`src/rtl/l1_cache_wb_if.sv`:
```
// l1_cache_wb_if: requester-side (fe_*) and backing-memory-side (be_*) word handshakes of the L1 cache.
// Latency: none, wires only.
// Backpressure: fe_port_ready_o throttles the requester; be_port_ready_i throttles the cache.
interface l1_cache_wb_if #(
    parameter int DATA_WIDTH    = 16,
    parameter int ADDRESS_WIDTH = 8
);
    logic [ADDRESS_WIDTH-1:0] fe_address_i;
    logic                     fe_address_valid_i;
    logic [DATA_WIDTH-1:0]    fe_write_data_i;
    logic                     fe_write_data_valid_i;
    logic                     fe_read_write_select_i;
    logic [DATA_WIDTH-1:0]    fe_read_data_o;
    logic                     fe_read_data_valid_o;
    logic                     fe_write_done_o;
    logic                     fe_port_ready_o;
    logic                     fe_hit_o;

    logic [DATA_WIDTH-1:0]    be_read_data_i;
    logic                     be_read_data_valid_i;
    logic                     be_write_done_i;
    logic                     be_port_ready_i;
    logic [ADDRESS_WIDTH-1:0] be_address_o;
    logic                     be_address_valid_o;
    logic [DATA_WIDTH-1:0]    be_write_data_o;
    logic                     be_write_data_valid_o;
    logic                     be_read_write_select_o;

    // Cache side: serves the requester, masters the backing memory.
    modport slave (
        input  fe_address_i, fe_address_valid_i, fe_write_data_i, fe_write_data_valid_i,
               fe_read_write_select_i,
        output fe_read_data_o, fe_read_data_valid_o, fe_write_done_o, fe_port_ready_o, fe_hit_o,
        input  be_read_data_i, be_read_data_valid_i, be_write_done_i, be_port_ready_i,
        output be_address_o, be_address_valid_o, be_write_data_o, be_write_data_valid_o,
               be_read_write_select_o
    );

    // Environment side: requester plus backing memory.
    modport master (
        output fe_address_i, fe_address_valid_i, fe_write_data_i, fe_write_data_valid_i,
               fe_read_write_select_i,
        input  fe_read_data_o, fe_read_data_valid_o, fe_write_done_o, fe_port_ready_o, fe_hit_o,
        output be_read_data_i, be_read_data_valid_i, be_write_done_i, be_port_ready_i,
        input  be_address_o, be_address_valid_o, be_write_data_o, be_write_data_valid_o,
               be_read_write_select_o
    );
endinterface

```
`src/rtl/l1_cache_wb.sv`:
```
// l1_cache_wb: direct-mapped write-back / write-allocate L1 with multi-word lines and a full flush.
// Latency: hit response visible 2 edges after acceptance; misses add victim write-back and refill.
// Backpressure: fe_port_ready_o low while busy or flush pending; backend words wait on be_port_ready_i.
module l1_cache_wb #(
    parameter int DATA_WIDTH      = 16,
    parameter int ADDRESS_WIDTH   = 8,
    parameter int NUM_SETS        = 4,
    parameter int WORDS_PER_BLOCK = 2
) (
    input  logic clk_i,
    input  logic reset_i,
    input  logic flush_i,
    output logic flush_done_o,
    l1_cache_wb_if.slave bus
);
    localparam int OFF_W = $clog2(WORDS_PER_BLOCK);
    localparam int WW    = (OFF_W > 0) ? OFF_W : 1;
    localparam int IDX_W = $clog2(NUM_SETS);
    localparam int TAG_W = ADDRESS_WIDTH - IDX_W - OFF_W;

    typedef logic [DATA_WIDTH-1:0]    word_t;
    typedef logic [ADDRESS_WIDTH-1:0] addr_t;
    typedef logic [TAG_W-1:0]         tag_t;
    typedef logic [IDX_W-1:0]         idx_t;
    typedef logic [WW-1:0]            woff_t;

    typedef enum logic [3:0] {
        IDLE, LOOKUP, RESPOND, EVICT_REQ, EVICT_WAIT,
        REFILL_REQ, REFILL_WAIT, FLUSH_SCAN, FLUSH_REQ, FLUSH_WAIT
    } state_t;

    localparam woff_t W0     = '0;
    localparam woff_t W_LAST = woff_t'(WORDS_PER_BLOCK - 1);
    localparam idx_t  S_LAST = idx_t'(NUM_SETS - 1);

    state_t              state_q, state_d;
    addr_t               addr_q, addr_d;
    word_t               wdata_q, wdata_d;
    logic                rw_q, rw_d;
    woff_t               w_q, w_d;
    idx_t                s_q, s_d;
    logic                pending_q, pending_d;
    logic [NUM_SETS-1:0] valid_q, valid_d, dirty_q, dirty_d;
    tag_t                tag_q [NUM_SETS];
    tag_t                tag_d [NUM_SETS];
    word_t               data_q [NUM_SETS][WORDS_PER_BLOCK];
    word_t               data_d [NUM_SETS][WORDS_PER_BLOCK];

    word_t fe_rdata_q, fe_rdata_d;
    logic  fe_rvld_q, fe_rvld_d, fe_wdone_q, fe_wdone_d, fe_hit_q, fe_hit_d;
    addr_t be_addr_q, be_addr_d;
    word_t be_wdata_q, be_wdata_d;
    logic  be_avld_q, be_avld_d, be_wvld_q, be_wvld_d, be_rw_q, be_rw_d;
    logic  flush_done_q, flush_done_d;

    // Fields of the latched request address.
    woff_t req_off;
    idx_t  req_idx;
    tag_t  req_tag;
    assign req_off = woff_t'(addr_q & addr_t'(WORDS_PER_BLOCK - 1));
    assign req_idx = idx_t'(addr_q >> OFF_W);
    assign req_tag = tag_t'(addr_q >> (OFF_W + IDX_W));

    logic  ready, accept, hit, in_flush, w_last, s_last;
    woff_t w_next;
    assign ready    = (state_q == IDLE) && !pending_q;
    assign accept   = ready && bus.fe_address_valid_i &&
                      (!bus.fe_read_write_select_i || bus.fe_write_data_valid_i);
    assign hit      = valid_q[req_idx] && (tag_q[req_idx] == req_tag);
    assign in_flush = (state_q == FLUSH_SCAN) || (state_q == FLUSH_REQ) || (state_q == FLUSH_WAIT);
    assign w_last   = (w_q == W_LAST);
    assign s_last   = (s_q == S_LAST);
    assign w_next   = w_q + woff_t'(1);

    function automatic addr_t mk_addr(input tag_t t, input idx_t i, input woff_t o);
        logic [31:0] a;
        a = (32'(t) << (OFF_W + IDX_W)) | (32'(i) << OFF_W);
        if (OFF_W > 0) a = a | 32'(o);
        return addr_t'(a);
    endfunction

    // Next-state, array updates and registered outputs for the whole controller.
    always_comb begin
        logic  start_req, req_rw, set_done;
        addr_t req_addr;
        word_t req_wdata;
        state_d = state_q;     addr_d = addr_q;     wdata_d = wdata_q;   rw_d = rw_q;
        w_d = w_q;             s_d = s_q;           pending_d = pending_q;
        valid_d = valid_q;     dirty_d = dirty_q;   tag_d = tag_q;       data_d = data_q;
        fe_rdata_d = fe_rdata_q; fe_rvld_d = fe_rvld_q; fe_wdone_d = fe_wdone_q; fe_hit_d = fe_hit_q;
        be_addr_d = be_addr_q; be_avld_d = be_avld_q; be_wdata_d = be_wdata_q;
        be_wvld_d = be_wvld_q; be_rw_d = be_rw_q;   flush_done_d = 1'b0;
        start_req = 1'b0; req_rw = 1'b0; req_addr = '0; req_wdata = '0; set_done = 1'b0;

        // A flush request arriving mid-flush is absorbed by the running flush.
        if (!in_flush) pending_d = pending_q | flush_i;

        case (state_q)
            IDLE: begin
                if (accept) begin
                    addr_d     = bus.fe_address_i;
                    wdata_d    = bus.fe_write_data_i;
                    rw_d       = bus.fe_read_write_select_i;
                    fe_rvld_d  = 1'b0;
                    fe_wdone_d = 1'b0;
                    fe_hit_d   = 1'b0;
                    state_d    = LOOKUP;
                end else if (pending_q || flush_i) begin
                    s_d     = '0;
                    state_d = FLUSH_SCAN;
                end
            end
            LOOKUP: begin
                fe_hit_d = hit;
                w_d      = '0;
                if (hit) begin
                    state_d = RESPOND;
                end else if (valid_q[req_idx] && dirty_q[req_idx]) begin
                    start_req = 1'b1; req_rw = 1'b1;
                    req_addr  = mk_addr(tag_q[req_idx], req_idx, W0);
                    req_wdata = data_q[req_idx][W0];
                    state_d   = EVICT_REQ;
                end else begin
                    start_req = 1'b1;
                    req_addr  = mk_addr(req_tag, req_idx, W0);
                    state_d   = REFILL_REQ;
                end
            end
            RESPOND: begin
                if (rw_q) begin
                    data_d[req_idx][req_off] = wdata_q;
                    dirty_d[req_idx]         = 1'b1;
                    fe_wdone_d               = 1'b1;
                end else begin
                    fe_rdata_d = data_q[req_idx][req_off];
                    fe_rvld_d  = 1'b1;
                end
                state_d = IDLE;
            end
            EVICT_REQ, REFILL_REQ, FLUSH_REQ: begin
                if (bus.be_port_ready_i) begin
                    be_avld_d = 1'b0;
                    be_wvld_d = 1'b0;
                    state_d   = (state_q == EVICT_REQ)  ? EVICT_WAIT :
                                (state_q == REFILL_REQ) ? REFILL_WAIT : FLUSH_WAIT;
                end
            end
            EVICT_WAIT: begin
                if (bus.be_write_done_i) begin
                    start_req = 1'b1;
                    if (w_last) begin
                        dirty_d[req_idx] = 1'b0;
                        w_d      = '0;
                        req_addr = mk_addr(req_tag, req_idx, W0);
                        state_d  = REFILL_REQ;
                    end else begin
                        w_d       = w_next;
                        req_rw    = 1'b1;
                        req_addr  = mk_addr(tag_q[req_idx], req_idx, w_next);
                        req_wdata = data_q[req_idx][w_next];
                        state_d   = EVICT_REQ;
                    end
                end
            end
            REFILL_WAIT: begin
                if (bus.be_read_data_valid_i) begin
                    data_d[req_idx][w_q] = bus.be_read_data_i;
                    if (w_last) begin
                        valid_d[req_idx] = 1'b1;
                        tag_d[req_idx]   = req_tag;
                        dirty_d[req_idx] = 1'b0;
                        state_d          = RESPOND;
                    end else begin
                        w_d       = w_next;
                        start_req = 1'b1;
                        req_addr  = mk_addr(req_tag, req_idx, w_next);
                        state_d   = REFILL_REQ;
                    end
                end
            end
            FLUSH_SCAN: begin
                if (valid_q[s_q] && dirty_q[s_q]) begin
                    w_d       = '0;
                    start_req = 1'b1; req_rw = 1'b1;
                    req_addr  = mk_addr(tag_q[s_q], s_q, W0);
                    req_wdata = data_q[s_q][W0];
                    state_d   = FLUSH_REQ;
                end else begin
                    set_done = 1'b1;
                end
            end
            FLUSH_WAIT: begin
                if (bus.be_write_done_i) begin
                    if (w_last) begin
                        set_done = 1'b1;
                    end else begin
                        w_d       = w_next;
                        start_req = 1'b1; req_rw = 1'b1;
                        req_addr  = mk_addr(tag_q[s_q], s_q, w_next);
                        req_wdata = data_q[s_q][w_next];
                        state_d   = FLUSH_REQ;
                    end
                end
            end
            default: state_d = IDLE;
        endcase

        // Current flush set is clean now: invalidate it and move on or finish.
        if (set_done) begin
            valid_d[s_q] = 1'b0;
            dirty_d[s_q] = 1'b0;
            if (s_last) begin
                flush_done_d = 1'b1;
                pending_d    = 1'b0;
                state_d      = IDLE;
            end else begin
                s_d     = s_q + idx_t'(1);
                state_d = FLUSH_SCAN;
            end
        end

        // Backend outputs are loaded on entry to a *_REQ state so valid is up in its first cycle.
        if (start_req) begin
            be_addr_d  = req_addr;
            be_avld_d  = 1'b1;
            be_rw_d    = req_rw;
            be_wdata_d = req_wdata;
            be_wvld_d  = req_rw;
        end
    end

    // State register; reset abandons any backend transaction and clears all line state.
    always_ff @(posedge clk_i) begin
        if (reset_i) begin
            state_q <= IDLE;   addr_q <= '0;   wdata_q <= '0;  rw_q <= 1'b0;
            w_q <= '0;         s_q <= '0;      pending_q <= 1'b0;
            valid_q <= '0;     dirty_q <= '0;
            fe_rdata_q <= '0;  fe_rvld_q <= 1'b0; fe_wdone_q <= 1'b0; fe_hit_q <= 1'b0;
            be_addr_q <= '0;   be_avld_q <= 1'b0; be_wdata_q <= '0;
            be_wvld_q <= 1'b0; be_rw_q <= 1'b0;   flush_done_q <= 1'b0;
        end else begin
            state_q <= state_d;   addr_q <= addr_d;   wdata_q <= wdata_d;  rw_q <= rw_d;
            w_q <= w_d;           s_q <= s_d;         pending_q <= pending_d;
            valid_q <= valid_d;   dirty_q <= dirty_d;
            fe_rdata_q <= fe_rdata_d; fe_rvld_q <= fe_rvld_d; fe_wdone_q <= fe_wdone_d;
            fe_hit_q <= fe_hit_d;
            be_addr_q <= be_addr_d;   be_avld_q <= be_avld_d; be_wdata_q <= be_wdata_d;
            be_wvld_q <= be_wvld_d;   be_rw_q <= be_rw_d;     flush_done_q <= flush_done_d;
        end
        tag_q  <= tag_d;
        data_q <= data_d;
    end

    assign bus.fe_read_data_o         = fe_rdata_q;
    assign bus.fe_read_data_valid_o   = fe_rvld_q;
    assign bus.fe_write_done_o        = fe_wdone_q;
    assign bus.fe_hit_o               = fe_hit_q;
    assign bus.fe_port_ready_o        = ready;
    assign bus.be_address_o           = be_addr_q;
    assign bus.be_address_valid_o     = be_avld_q;
    assign bus.be_write_data_o        = be_wdata_q;
    assign bus.be_write_data_valid_o  = be_wvld_q;
    assign bus.be_read_write_select_o = be_rw_q;
    assign flush_done_o               = flush_done_q;
endmodule

```
`src/flat_wrapper.sv`:
```
// flat-port wrapper written by rule: the top's interface ports become plain ports
module l1_cache_wb_flat 
#(
    parameter int DATA_WIDTH      = 16,
    parameter int ADDRESS_WIDTH   = 8,
    parameter int NUM_SETS        = 4,
    parameter int WORDS_PER_BLOCK = 2
)
  (clk_i, reset_i, flush_i, flush_done_o, bus_fe_address_i, bus_fe_address_valid_i, bus_fe_write_data_i, bus_fe_write_data_valid_i, bus_fe_read_write_select_i, bus_fe_read_data_o, bus_fe_read_data_valid_o, bus_fe_write_done_o, bus_fe_port_ready_o, bus_fe_hit_o, bus_be_read_data_i, bus_be_read_data_valid_i, bus_be_write_done_i, bus_be_port_ready_i, bus_be_address_o, bus_be_address_valid_o, bus_be_write_data_o, bus_be_write_data_valid_o, bus_be_read_write_select_o);
  l1_cache_wb_if #(.DATA_WIDTH(DATA_WIDTH), .ADDRESS_WIDTH(ADDRESS_WIDTH)) bus_i ();
  input  logic clk_i;
  input  logic reset_i;
  input  logic flush_i;
  output logic flush_done_o;
  input wire logic [$bits(bus_i.fe_address_i)-1:0] bus_fe_address_i;
  input wire logic [$bits(bus_i.fe_address_valid_i)-1:0] bus_fe_address_valid_i;
  input wire logic [$bits(bus_i.fe_write_data_i)-1:0] bus_fe_write_data_i;
  input wire logic [$bits(bus_i.fe_write_data_valid_i)-1:0] bus_fe_write_data_valid_i;
  input wire logic [$bits(bus_i.fe_read_write_select_i)-1:0] bus_fe_read_write_select_i;
  output wire logic [$bits(bus_i.fe_read_data_o)-1:0] bus_fe_read_data_o;
  output wire logic [$bits(bus_i.fe_read_data_valid_o)-1:0] bus_fe_read_data_valid_o;
  output wire logic [$bits(bus_i.fe_write_done_o)-1:0] bus_fe_write_done_o;
  output wire logic [$bits(bus_i.fe_port_ready_o)-1:0] bus_fe_port_ready_o;
  output wire logic [$bits(bus_i.fe_hit_o)-1:0] bus_fe_hit_o;
  input wire logic [$bits(bus_i.be_read_data_i)-1:0] bus_be_read_data_i;
  input wire logic [$bits(bus_i.be_read_data_valid_i)-1:0] bus_be_read_data_valid_i;
  input wire logic [$bits(bus_i.be_write_done_i)-1:0] bus_be_write_done_i;
  input wire logic [$bits(bus_i.be_port_ready_i)-1:0] bus_be_port_ready_i;
  output wire logic [$bits(bus_i.be_address_o)-1:0] bus_be_address_o;
  output wire logic [$bits(bus_i.be_address_valid_o)-1:0] bus_be_address_valid_o;
  output wire logic [$bits(bus_i.be_write_data_o)-1:0] bus_be_write_data_o;
  output wire logic [$bits(bus_i.be_write_data_valid_o)-1:0] bus_be_write_data_valid_o;
  output wire logic [$bits(bus_i.be_read_write_select_o)-1:0] bus_be_read_write_select_o;
  assign bus_i.fe_address_i = bus_fe_address_i;
  assign bus_i.fe_address_valid_i = bus_fe_address_valid_i;
  assign bus_i.fe_write_data_i = bus_fe_write_data_i;
  assign bus_i.fe_write_data_valid_i = bus_fe_write_data_valid_i;
  assign bus_i.fe_read_write_select_i = bus_fe_read_write_select_i;
  assign bus_fe_read_data_o = bus_i.fe_read_data_o;
  assign bus_fe_read_data_valid_o = bus_i.fe_read_data_valid_o;
  assign bus_fe_write_done_o = bus_i.fe_write_done_o;
  assign bus_fe_port_ready_o = bus_i.fe_port_ready_o;
  assign bus_fe_hit_o = bus_i.fe_hit_o;
  assign bus_i.be_read_data_i = bus_be_read_data_i;
  assign bus_i.be_read_data_valid_i = bus_be_read_data_valid_i;
  assign bus_i.be_write_done_i = bus_be_write_done_i;
  assign bus_i.be_port_ready_i = bus_be_port_ready_i;
  assign bus_be_address_o = bus_i.be_address_o;
  assign bus_be_address_valid_o = bus_i.be_address_valid_o;
  assign bus_be_write_data_o = bus_i.be_write_data_o;
  assign bus_be_write_data_valid_o = bus_i.be_write_data_valid_o;
  assign bus_be_read_write_select_o = bus_i.be_read_write_select_o;
  l1_cache_wb #(.DATA_WIDTH(DATA_WIDTH), .ADDRESS_WIDTH(ADDRESS_WIDTH), .NUM_SETS(NUM_SETS), .WORDS_PER_BLOCK(WORDS_PER_BLOCK)) u_core (.clk_i(clk_i), .reset_i(reset_i), .flush_i(flush_i), .flush_done_o(flush_done_o), .bus(bus_i));
endmodule
```
`config.mk`:
```
export PLATFORM = sky130hd
export DESIGN_NAME = l1_cache_wb_flat
export DESIGN_NICKNAME = d
export VERILOG_FILES = /design/src/rtl/l1_cache_wb_if.sv /design/src/rtl/l1_cache_wb.sv /design/src/flat_wrapper.sv
export SDC_FILE = /design/constraint.sdc
export NUM_CORES = 1
export LEC_CHECK = 0
export ABC_CLOCK_PERIOD_IN_PS = 4100
export BUFFER_PORTS_ARGS = -buffer_cell sky130_fd_sc_hd__buf_2
export CAP_MARGIN = 10
export CORE_UTILIZATION = 35
export CTS_CLUSTER_DIAMETER = 30
export DETAILED_ROUTE_END_ITERATION = 12
export PLACE_DENSITY = 0.59
export SYNTH_ARGS = -nofsm -noshare
export SYNTH_HDL_FRONTEND = slang
export SYNTH_SLANG_ARGS = --single-unit
```
`constraint.sdc`:
```
create_clock -name clk_i -period 4.1 [get_ports clk_i]
set_clock_uncertainty 0.2 [all_clocks]
set_input_delay 0.205 -clock clk_i [delete_from_list [all_inputs] [get_ports clk_i]]
set_output_delay 0.205 -clock clk_i [all_outputs]
set_load 0.01 [all_outputs]
```
### Yosys cells after proc, flatten, opt, wreduce, memory -nomap -nowiden

Index checks and enable logic that the tools add are counted.

* input port bits: 49
* output and inout bits: 48
* flip-flop bits (word level): 236

* multiplexer cells: 134
* $add $sub $neg: 2
* eq/ne operators: 25
* order comparisons: 12
* reductions and logical operators: 37
* bitwise logic cells: 21

Operator list (count)
* $mux 16: 18
* $bwmux 128: 2
* $mux 128: 2
* $pmux 128 s2: 1
* $mux 32: 6
* $bmux 32 s2: 2
* $demux 32 s2: 2
* $mux 4: 21
* $mux 8: 9
* $pmux 16 s4: 1
* $pmux 8 s5: 1
* $mux 1: 34
* $demux 16 s1: 2
* $pmux 4 s7: 1
* $mux 5: 5
* $or 8x1->8: 3
* $or 8x3->8: 3
* $bmux 5 s2: 2
* $bwmux 20: 1
* $eq 4x3->1 const B: 4
* $and 4x4->4: 3
* $mux 3: 4
* $pmux 4 s3: 1
* $reduce_and 3->1: 4
* other kinds (42): 99

### Longest topological paths before layout

Gate-level depths: netlist of the first run.

* word-level depth: 11
* gate-level depth with buffers: 9
* depth with buffers taken out: 6

### Worst setup path before layout of the first run

No wires, ideal clock.

* path kind: register to register
* start: reg u_core.state_q[1]
* end: reg u_core.data_q[32] in the netlist's numbering (enable)
* cell stages (with the launch flop): 7
* required time: 3.512 ns
* setup slack: 1.232 ns
* data arrival time: 2.280 ns
* buffers on the path: 2
* path through: dfxtp_1 -> buf_2 -> clkbuf_1 -> nor3b_1 -> nand3_1 -> and2_1 -> nor2_1

* longest elaborated chain between the ends: 3
* elaborated cells on any way between the ends: 6
* classes of those cells: 4 x eq/ne; 2 x reduce/logical

Ends and longest elaborated chain
* start, declared: line l1_cache_wb.sv:36 `state_t state_q, state_d;`
* start signal, assigned: line l1_cache_wb.sv:242 `state_q <= state_d; addr_q <= addr_d; wdata_q <= wdata_d; rw_q <= rw_d;`
* $eq 4x3->1 or $eq 4x2->1 (tied branches): line l1_cache_wb.sv:98 `case (state_q)`
* $ne 2x2->1 (no source line) (tied with other cells)
* $reduce_and 3->1 (no source line) (*)
* end signal, assigned: line l1_cache_wb.sv:251 `data_q <= data_d;`
* end, declared: line l1_cache_wb.sv:46 `word_t data_q [NUM_SETS][WORDS_PER_BLOCK];`

Every way passes the cells marked *; elsewhere a longest branch is shown, timed or not.
A chain may end at the register's enable or synchronous reset.

### Worst setup path after layout of the first run

* start: reg u_core.state_q[1]
* end: reg u_core.be_addr_q[6] (netlist: u_core.bus.be_address_o[6])

* longest elaborated chain between the ends: 2
* elaborated cells on any way between the ends: 7
* classes of those cells: 5 x eq/ne; 2 x mux

Ends and longest elaborated chain
* $eq 4x4->1 (tied with other cells): line l1_cache_wb.sv:98
* $pmux 8 s5 or $pmux 1 s5 (tied branches): line l1_cache_wb.sv:98
* end signal, assigned: line l1_cache_wb.sv:247 `be_addr_q <= be_addr_d; be_avld_q <= be_avld_d; be_wdata_q <= be_wdata_d;`
* end, declared: line l1_cache_wb.sv:51 `addr_t be_addr_q, be_addr_d;`

Parallel ways exist; a longest one is shown, timed or not.

==> metrics.md, run 1 <==
| Metric | Value |
|---|---|
| Slew margin rel. | `0.337` |
| Hold Slack | `~77 ps` |
| Total gr overflow | `0` |
| CP endpoint kind | `flip-flop` |
| DRC violation count after routing | `0` |
| Initial Utilization | `0.359` |
| Final core occ | `0.452` |
| Final Critical Period | `roughly 3000 ps` |
| Final period utilization | `0.727` |
| CTS root buf | `clkbuf_16` |
| Fillers | `3,127` |
| Max-cap violations | `0` |
| Gr usage total | `0.202` |
| Synth unique cells | `61` |
| Peak VDD IR | `0.314 mV` |
| Global-route wire length before repair | `55.4 mm` |
| Area of the multi-input gates | `0.00546 sq mm` |
| Largest net degree at the start of global routing | `44` |
| Power Dens Cells | `~560 mW/mm^2` |
| Final Hold Fails | `0` |
| Area leader, netlist | `edfxtp_1` |
| Setup slack after layout | `1120 ps` |
| FF-to-FF Start | `u_core.state_q[1]` |
| Max clock buf depth | `3` |
| Clk sinks | `236` |
| DIE HEIGHT | `roughly 190 um` |
| CTS buffer count | `50` |
| Antenna Nets Post-Route | `0` |
| Critical path required time | `4350 ps` |
| DR WL/cell | `approximately 22 um` |
| Vias in the first global route | `9,243` |
| Vias | `9,339` |
| Area Overhead vs Synth | `25.9%` |
| Seq/Total Area, Yosys | `0.511` |
| Max stage delay on crit path | `a little under 800 ps` |
| Top post-synthesis cells by area | `edfxtp_1, dfxtp_1, mux4_2` |
| N_diodes | `0` |
| Worst R2R Path Depth | `6` |
| Outcome | `completed` |
| Die Area | `0.0355 sq mm` |
| Met2 wire length | `15.6 mm` |
| Hold_sp | `bus_be_read_data_valid_i` |
| HP Class | `in2reg` |
| Net count after synthesis | `1,066` |
| Final HPWL DP | `23.9 mm` |
| Top-area cell type share of the netlist area | `0.366` |
| Worst reg2reg path endpoint | `u_core.bus.be_address_o[6]` |
| Core area | `around 0.034 sq mm` |
| Commonest cells after routing, fill and taps aside | `edfxtp_1, a22o_1, buf_2` |
| H-tree depth | `2` |
| Initial DRC Count | `around 870` |
| Post-Synthesis Cells | `1,013` |
| DRT Wirelength | `between 30 and 40 mm` |
| FF+latch area | `0.00621 sq mm` |
| Commonest non-fill, non-tap cell in the layout | `edfxtp_1` |
| CTS clock-pin slew for the worst setup and hold paths | `50 ps` |
| Setup violators final | `0` |
| Number of post-CTS setup repair buffers | `0` |
| DR WL met3 | `approximately 3.1 mm` |
| Unrepaired setup endpoints after global routing | `false` |
| Yosys reg bits | `236` |
| Worst setup path start | `u_core.state_q[1]` |
| Post-synth EDFFs | `approximately 150` |
| WS Path Type | `reg2reg` |
| Final #Nets | `~1,200` |
| Final setup TNS | `0 ps` |
| Post-CTS Resized | `0` |
| GPL Wtd Cong | `0.840` |
| Cell count after placement | `between 1,000 and 1,500` |
| R2R setup slack | `1120 ps` |
| Max Used Layer | `met4` |
| FP Rows | `67` |
| Vias/cell | `5.73` |
| Die Wd | `188 um` |
| Skew-Pair Late Insertion Delay | `560 ps` |
| Worst-path cell chain | `nand4bb_1 -> nor3_1 -> nor2b_1 -> o21ai_0 -> nand3_1 -> a311oi_1` |
| Slowest CP cell | `dfxtp_1` |
| Placement Cell Area | `0.0131 sq mm` |
| Worst setup path end | `u_core.bus.be_address_o[6]` |
| Ys flop type | `edfxtp_1` |
| Total power | `8.61 mW` |
| Crit-path max FO | `22` |
| Least-Margin Pin Slew | `988 ps` |
| Mapped Area | `0.0122 sq mm` |
| Final std cells w/o fill | `1,629` |
| Fmax | `335 MHz` |
| Share of cells above drive strength 1 | `0.271` |
| Max-slew violations | `0` |
| DR pass1 iterations | `5` |
| IO Port Bufs | `96` |
| I/O pin total | `97` |
| Async SR Flop Fraction | `0` |
| Startpoint types | `flip-flop` |
| Post-route design area | `roughly 0.015 sq mm` |
| Syn Area/Cell | `between 10 and 15 sq um` |
| Hold buffer count at CTS | `46` |
| Synth Warn # | `0` |
| Worst Path Arrival | `3240 ps` |
| Lkg Pwr | `around 5 nW` |
| Met1 wire length | `16.6 mm` |
| CTS tree | `done` |
| Initial antenna violation count | `0` |
| Pre-CTS WS | `1200 ps` |
[sequential cells by signal (all words and copies together) (netlist names), 2 cells and up]
signal and flops:
u_core.bus.fe_read_data_o 16, u_core.valid_q 4, u_core.addr_q 8, u_core.bus.be_write_data_o 16
u_core.s_q 2, u_core.tag_q 20, u_core.state_q 4, u_core.dirty_q 4
u_core.bus.be_address_o 8, u_core.data_q 128, u_core.wdata_q 16
[how the worst min path moves through the flow]
| stage | slack [ps] | end | depth (start not counted) |
|---|---|---|---|
| 3_3_place_gp | 250 | u_core.addr_q[5] | 3 |
| 2_1_floorplan | 140 | u_core.rw_q | 2 |
| 4_1_cts | 30 | u_core.dirty_q[0] | 4 |
| 5_1_grt | 100 | u_core.state_q[0] | 5 |
| 3_5_place_dp | 260 | u_core.addr_q[7] | 3 |
| 6_report | 80 | u_core.dirty_q[0] | 4 |
[synth_stat cells, drive strengths merged, types with 4 or more instances]
cell type	count
mux4	75
dfxtp	88
inv	10
a22o	145
nand2	89
o21ai	15
nor3b	4
nor2	75
nor2b	10
xor2	4
a311oi	8
and2	7
ha	4
a31oi	23
nand3	32
buf	67
and3	5
clkbuf	43
mux2i	20
or2	5
a21oi	56
a211oi	23
edfxtp	148
nor3	10
a2111oi	4
nand2b	7
and3b	6
[critical path: cells and delay by family, from the launching register on]
family / cells / cell delay (ps)
AO/OA/AOI/OAI: 2 / 570
flip-flops: 1 / 790
AND/OR/NAND/NOR: 4 / 1320
[power by group]
group	internal [mW]	switching, mW	total (mW)
Combinational	0.636	0.831	1.47
Sequential	2.70	0.230	2.93
Clock	2.85	1.36	4.21
Total	6.19	2.42	8.61
[layer usage]
layer,track usage,up-vias
met5,0,-
met4,0.0685,0
met3,0.0393,61
met2,0.300,435
met1,0.296,4604
li1,-,4239
[kinds of logic after synthesis]
logic type / Yosys count / synth area share
buf+inv: 120 / 0.0422
xor+xnor: 6 / 0.00432
flops: 236 / 0.511
simple gates: 260 / 0.100
mux: 97 / 0.157
compound gates: 290 / 0.181
fa+ha+maj: 4 / 0.00412
[area by class of cell]
| cell class | instances | area share |
|---|---|---|
| clock buffer | 62 | 0.0880 |
| inverter | 10 | 0.00245 |
| sequential | 236 | 0.406 |
| clock inverter | 32 | 0.0284 |
| timing repair buffer | 184 | 0.0821 |
| multi-input combinational | 657 | 0.357 |
| tap | 448 | 0.0366 |
No activity file was read; power rests on OpenSTA's default activity.
==> run 2, diff against run 1 <==
ABC_CLOCK_PERIOD_IN_PS = 2500   (was 4100)
PLACE_DENSITY = 0.61   (was 0.59)
clock period = 2.5 ns   (was 4.1 ns; I/O delays follow)
==> metrics.md, run 2 (synthesized netlist as in run 1, its figures left out) <==
| Metric | Value |
|---|---|
| Die Wd | `~190 um` |
| Worst R2R Path Depth | `7` |
| HP Class | `in2reg` |
| FF-to-FF Start | `u_core.addr_q[1]` |
| Initial Utilization | `0.359` |
| Vias | `9,596` |
| N_diodes | `0` |
| Lkg Pwr | `~5.5 nW` |
| Crit path buffers/inverters | `1` |
| Outcome | `completed` |
| Antenna Nets Post-Route | `0` |
| Pre-CTS WS | `29.9 ps` |
| WS Path Type | `reg2reg` |
| Peak VDD IR | `0.820 mV` |
| Final HPWL DP | `24.9 mm` |
| Final setup TNS | `0 ps` |
| Max stage delay on crit path | `approximately 520 ps` |
| DR WL/cell | `around 22 um` |
| Final period utilization | `0.977` |
| Worst Path Arrival | `2640 ps` |
| Top Registers | `u_core.data_q: 128 flops, u_core.tag_q: 20 flops` |
| Top Family by Delay on Critical Path | `compound AO/OA/AOI/OAI gates` |
| Power Dens Cells | `897 mW/mm^2` |
| Max-cap violations | `0` |
| CTS buffer count | `50` |
| Final #Nets | `~1,200` |
| H-tree depth | `2` |
| DRC violation count after routing | `0` |
| Global-route wire length before repair | `between 50 and 60 mm` |
| IO Port Bufs | `96` |
| Area Overhead vs Synth | `32.1%` |
| Startpoint types | `flip-flop` |
| Max-slew violations | `0` |
| Worst setup path start | `u_core.addr_q[1]` |
| CTS tree | `done` |
| DRT Wirelength | `roughly 37 mm` |
| Hold Slack | `149 ps` |
| DR pass1 iterations | `5` |
| Share of cells above drive strength 1 | `0.321` |
| I/O pin total | `97` |
| Slew margin rel. | `0.424` |
| Final Hold Fails | `0` |
| Setup slack after layout | `~58 ps` |
| WP depth | `7` |
| Register bank with the most flops | `u_core.data_q` |
| Largest net degree at the start of global routing | `42` |
| DIE HEIGHT | `between 150 and 200 um` |
| Initial antenna violation count | `0` |
| Core area | `approximately 0.034 sq mm` |
| Crit-path max FO | `6` |
| Clk sinks | `between 200 and 250` |
| Setup violators final | `0` |
| Die Area | `0.0355 sq mm` |
| Vias/cell | `approximately 5.7` |
| FP Rows | `67` |
| GPL Wtd Cong | `0.867` |
| Vias in the first global route | `9,613` |
| CP endpoint kind | `flip-flop` |
| CTS clock-pin slew for the worst setup and hold paths | `50 ps` |
| Fmax | `around 400 MHz` |
| Least-Margin Pin Slew | `between 800 and 900 ps` |
| Worst-path cell chain | `mux4_2 -> xor2_1 -> a211oi_4 -> a31oi_2 -> buf_4 -> o22ai_2 -> a311oi_2` |
| Critical path required time | `2700 ps` |
| Worst setup path end | `u_core.bus.be_address_o[3]` |
| CTS root buf | `clkbuf_16` |
| Final Critical Period | `roughly 2400 ps` |
| Gr usage total | `0.206` |
| Commonest cells after routing, fill and taps aside | `edfxtp_1, a22o_1, buf_2` |
| Slowest CP cell | `mux4_2` |
| Total gr overflow | `0` |
| Initial DRC Count | `999` |
| Worst reg2reg path endpoint | `u_core.bus.be_address_o[3]` |
| Skew-Pair Late Insertion Delay | `560 ps` |
| R2R setup slack | `~58 ps` |
| Max clock buf depth | `3` |
| Commonest non-fill, non-tap cell in the layout | `edfxtp_1` |
| Unrepaired setup endpoints after global routing | `true` |
| Max FFs per register | `128` |
==> run 2: cell types whose count changed in the layout (fill, tap and decap cells not counted), sizes merged <==
| cell | change |
|---|---|
| inv | +16 |
| a31o | +1 |
| bufinv | -4 |
| clkbuf | -11 |
| buf | +51 |
| clkinvlp | -2 |
| clkinv | +1 |
| dlygate4sd3 | +3 |
==> run 2: final cells by class <==
| type | count | area, sq um |
|---|---|---|
| well taps | 448 | 561 |
| clock buffers | 51 | 1250 |
| fillers | 3022 | 17800 |
| multi-input cells | 658 | 5540 |
| inverters | 10 | 37.5 |
| flip-flops and latches | 236 | 6220 |
| repair buffers | 238 | 1950 |
| clock inverters | 43 | 489 |
==> run 2: what timing repair did <==
action	in CTS	in global routing
hold buffers	49	0
gates resized for setup	2	18
endpoints found under the hold margin	173	0
pin swaps	0	3
cloned	0	1
setup endpoints to repair	1	28
setup buffers	0	3
==> run 2: worst min-delay path by stage <==
stage	startpoint	to	slack, ps	depth (start not counted)
4_1_cts	bus_fe_write_data_i[11]	u_core.wdata_q[11]	140	4
3_5_place_dp	bus_fe_address_i[2]	u_core.addr_q[2]	170	3
2_1_floorplan	bus_fe_read_write_select_i	u_core.rw_q	60	2
6_report	bus_fe_write_data_i[11]	u_core.wdata_q[11]	150	4
3_3_place_gp	bus_fe_address_i[2]	u_core.addr_q[2]	160	3
5_1_grt	bus_fe_write_data_i[13]	u_core.wdata_q[13]	160	4
==> run 2: metrics by stage <==
step | cells | total power [mW] | area, sq um | util
after global routing | 1684 | 15.0 | 16000 | 0.474
after detailed placement | 1537 | 7.55 | 13700 | 0.405
after floorplan | 1013 | 6.48 | 12200 | -
after global placement | 1537 | 7.53 | 13700 | 0.405
after CTS | 1680 | 14.4 | 16000 | 0.471
final | 1684 | 14.4 | 16000 | 0.474
==> run 2: where the power goes <==
part / switching (mW) / internal [mW]
Sequential: 0.273 / 4.43
Combinational: 1.60 / 1.37
Clock: 2.49 / 4.24
==> run 2: metal layers <==
metal,global-route usage,vias up,wire (um)
li1,-,4352,-
met1,0.292,4758,16400
met2,0.319,432,16500
met3,0.0387,54,2970
met4,0.0617,0,686
met5,0,-,0
==> run 2: tightest hold or removal path, cell delays in order <==
cell and delay (ps):
dlygate4sd3_1 530, buf_2 120, nand2_1 50, a21oi_1 50
==> run 3, diff against run 2 <==
CORE_MARGIN = 2   (was not set)
CTS_CLUSTER_DIAMETER = 100   (was 30)
PLACE_DENSITY = not set   (was 0.61)
==> metrics.md, run 3 (synthesized netlist as in run 1, its figures left out) <==
| Metric | Value |
|---|---|
| Max-slew violations | `0` |
| DIE HEIGHT | `190 um` |
| R2R setup slack | `80 ps` |
| Commonest cells after routing, fill and taps aside | `edfxtp_1, a22o_1, buf_2` |
| Max clock buf depth | `3` |
| Initial antenna violation count | `0` |
| Antenna Nets Post-Route | `0` |
| Max stage delay on crit path | `550 ps` |
| Vias in the first global route | `9,367` |
| HP Class | `in2reg` |
| Share of cells above drive strength 1 | `0.287` |
| Power Dens Cells | `749 mW/mm^2` |
| CTS buffer count | `25` |
| N_diodes | `0` |
| Worst-path cell chain | `mux4_2 -> xor2_2 -> a211oi_4 -> buf_6 -> a31o_4 -> clkbuf_16 -> nand3_1 -> a31oi_1` |
| DR WL/cell | `22.1 um` |
| Final #Nets | `1,220` |
| DRT Wirelength | `36.3 mm` |
| IO Port Bufs | `96` |
| WS Path Type | `reg2reg` |
| Core area | `0.0344 sq mm` |
| Final setup TNS | `0 ps` |
| CP endpoint kind | `flip-flop` |
| Initial DRC Count | `849` |
| Startpoint types | `flip-flop` |
| Final std cells w/o fill | `1,641` |
| Global-route wire length before repair | `roughly 55 mm` |
| Die Wd | `190 um` |
| Gr usage total | `0.200` |
| Max-cap violations | `0` |
| Peak VDD IR | `0.508 mV` |
| Initial Utilization | `0.354` |
| DR pass1 iterations | `5` |
| Setup violators final | `0` |
| Final Critical Period | `about 2400 ps` |
| Slew margin rel. | `0.449` |
| Die Area | `0.0362 sq mm` |
| Final Hold Fails | `0` |
| Critical path required time | `2770 ps` |
| Lkg Pwr | `between 4 and 5 nW` |
| Final HPWL DP | `24.8 mm` |
| Skew-Pair Late Insertion Delay | `540 ps` |
| Largest net degree at the start of global routing | `42` |
| Clk sinks | `236` |
| Register bank with the most flops | `u_core.data_q` |
| FP Rows | `68` |
| Total gr overflow | `0` |
| CTS root buf | `clkbuf_16` |
| Outcome | `completed` |
| Slowest CP cell | `mux4_2` |
| Unrepaired setup endpoints after global routing | `false` |
| Crit-path max FO | `7` |
| Commonest non-fill, non-tap cell in the layout | `edfxtp_1` |
| Top Registers | `u_core.data_q: 128 flops, u_core.tag_q: 20 flops` |
| CTS tree | `done` |
| Cell count after placement | `1,541` |
| Area Overhead vs Synth | `23.9%` |
| Fmax | `412 MHz` |
| I/O pin total | `97` |
| Worst Path Arrival | `2690 ps` |
| GPL Wtd Cong | `0.830` |
| Least-Margin Pin Slew | `826 ps` |
| Vias/cell | `5.63` |
| Final period utilization | `0.970` |
| Max FFs per register | `128` |
| DRC violation count after routing | `0` |
| H-tree depth | `1` |
| CTS clock-pin slew for the worst setup and hold paths | `60 ps` |
| Vias | `a little over 9,000` |
run 3: cell types whose count changed in the layout (fill, tap and decap cells not counted), sizes merged:
cell,before,now
clkinvlp,5,0
dlygate4sd3,49,47
clkbuf,51,37
inv,33,11
buf,189,187
clkinv,11,9
bufinv,4,0
a31o,2,3
run 3: metal layers:
metal,share of wire,up-vias,track usage
li1,-,4270,-
met1,0.45,4520,0.289
met2,0.45,398,0.310
met3,0.084,52,0.0339
met4,0.021,0,0.0498
met5,0,-,0
run 3: worst paths after layout:
kind	start	cells after the start	to
min	bus_fe_address_valid_i	5	u_core.rw_q
max reg2reg	u_core.addr_q[1]	8	u_core.bus.be_write_data_o[4]
max	u_core.addr_q[1]	8	u_core.bus.be_write_data_o[4]
min reg2reg	u_core.bus.fe_hit_o	2	u_core.bus.fe_hit_o
run 3: per-stage QoR:
step	setup WS, ps	util	power (mW)	hold slack (ps)	cell area (sq um)
floorplan	-147	-	6.48	60.4	12200
global placement	1.38	0.397	7.53	168	13700
detailed placement	-71.7	0.397	7.56	174	13700
CTS	-20.5	0.434	11.2	11.3	14900
global route	0.992	0.438	11.8	103	15100
finish	75.1	0.438	11.3	25.9	15100
run 3: what timing repair did:
action | in CTS | in global routing
pin swaps | 2 | 2
hold buffers | 47 | 0
gates resized for setup | 5 | 17
endpoints found under the hold margin | 166 | 0
endpoints found under the setup margin | 56 | 48
cloned | 1 | 2
setup buffers | 2 | 2
run 3: power breakdown:
| group | total, mW | switching, mW | internal (mW) |
|---|---|---|---|
| Combinational | 3.04 | 1.63 | 1.41 |
| Sequential | 4.72 | 0.296 | 4.42 |
| Clock | 3.53 | 1.56 | 1.97 |
| Total | 11.3 | 3.49 | 7.80 |
run 3: final cells by class:
cell class	instances	area, sq um
Clock buffer	36	707
Clock inverter	10	63.8
Fill cell	3238	19300
Inverter	10	37.5
Multi-Input combinational cell	659	5580
Sequential cell	236	6220
Tap cell	455	569
Timing Repair Buffer	235	1880
run 3: critical path, delay by kind of cell, from the launching register on:
family          cells  cell delay, ps
compound gates      3             580
xor+xnor            1             180
buf+inv             2             340
flops               1             400
mux                 1             550
simple gates        1              90
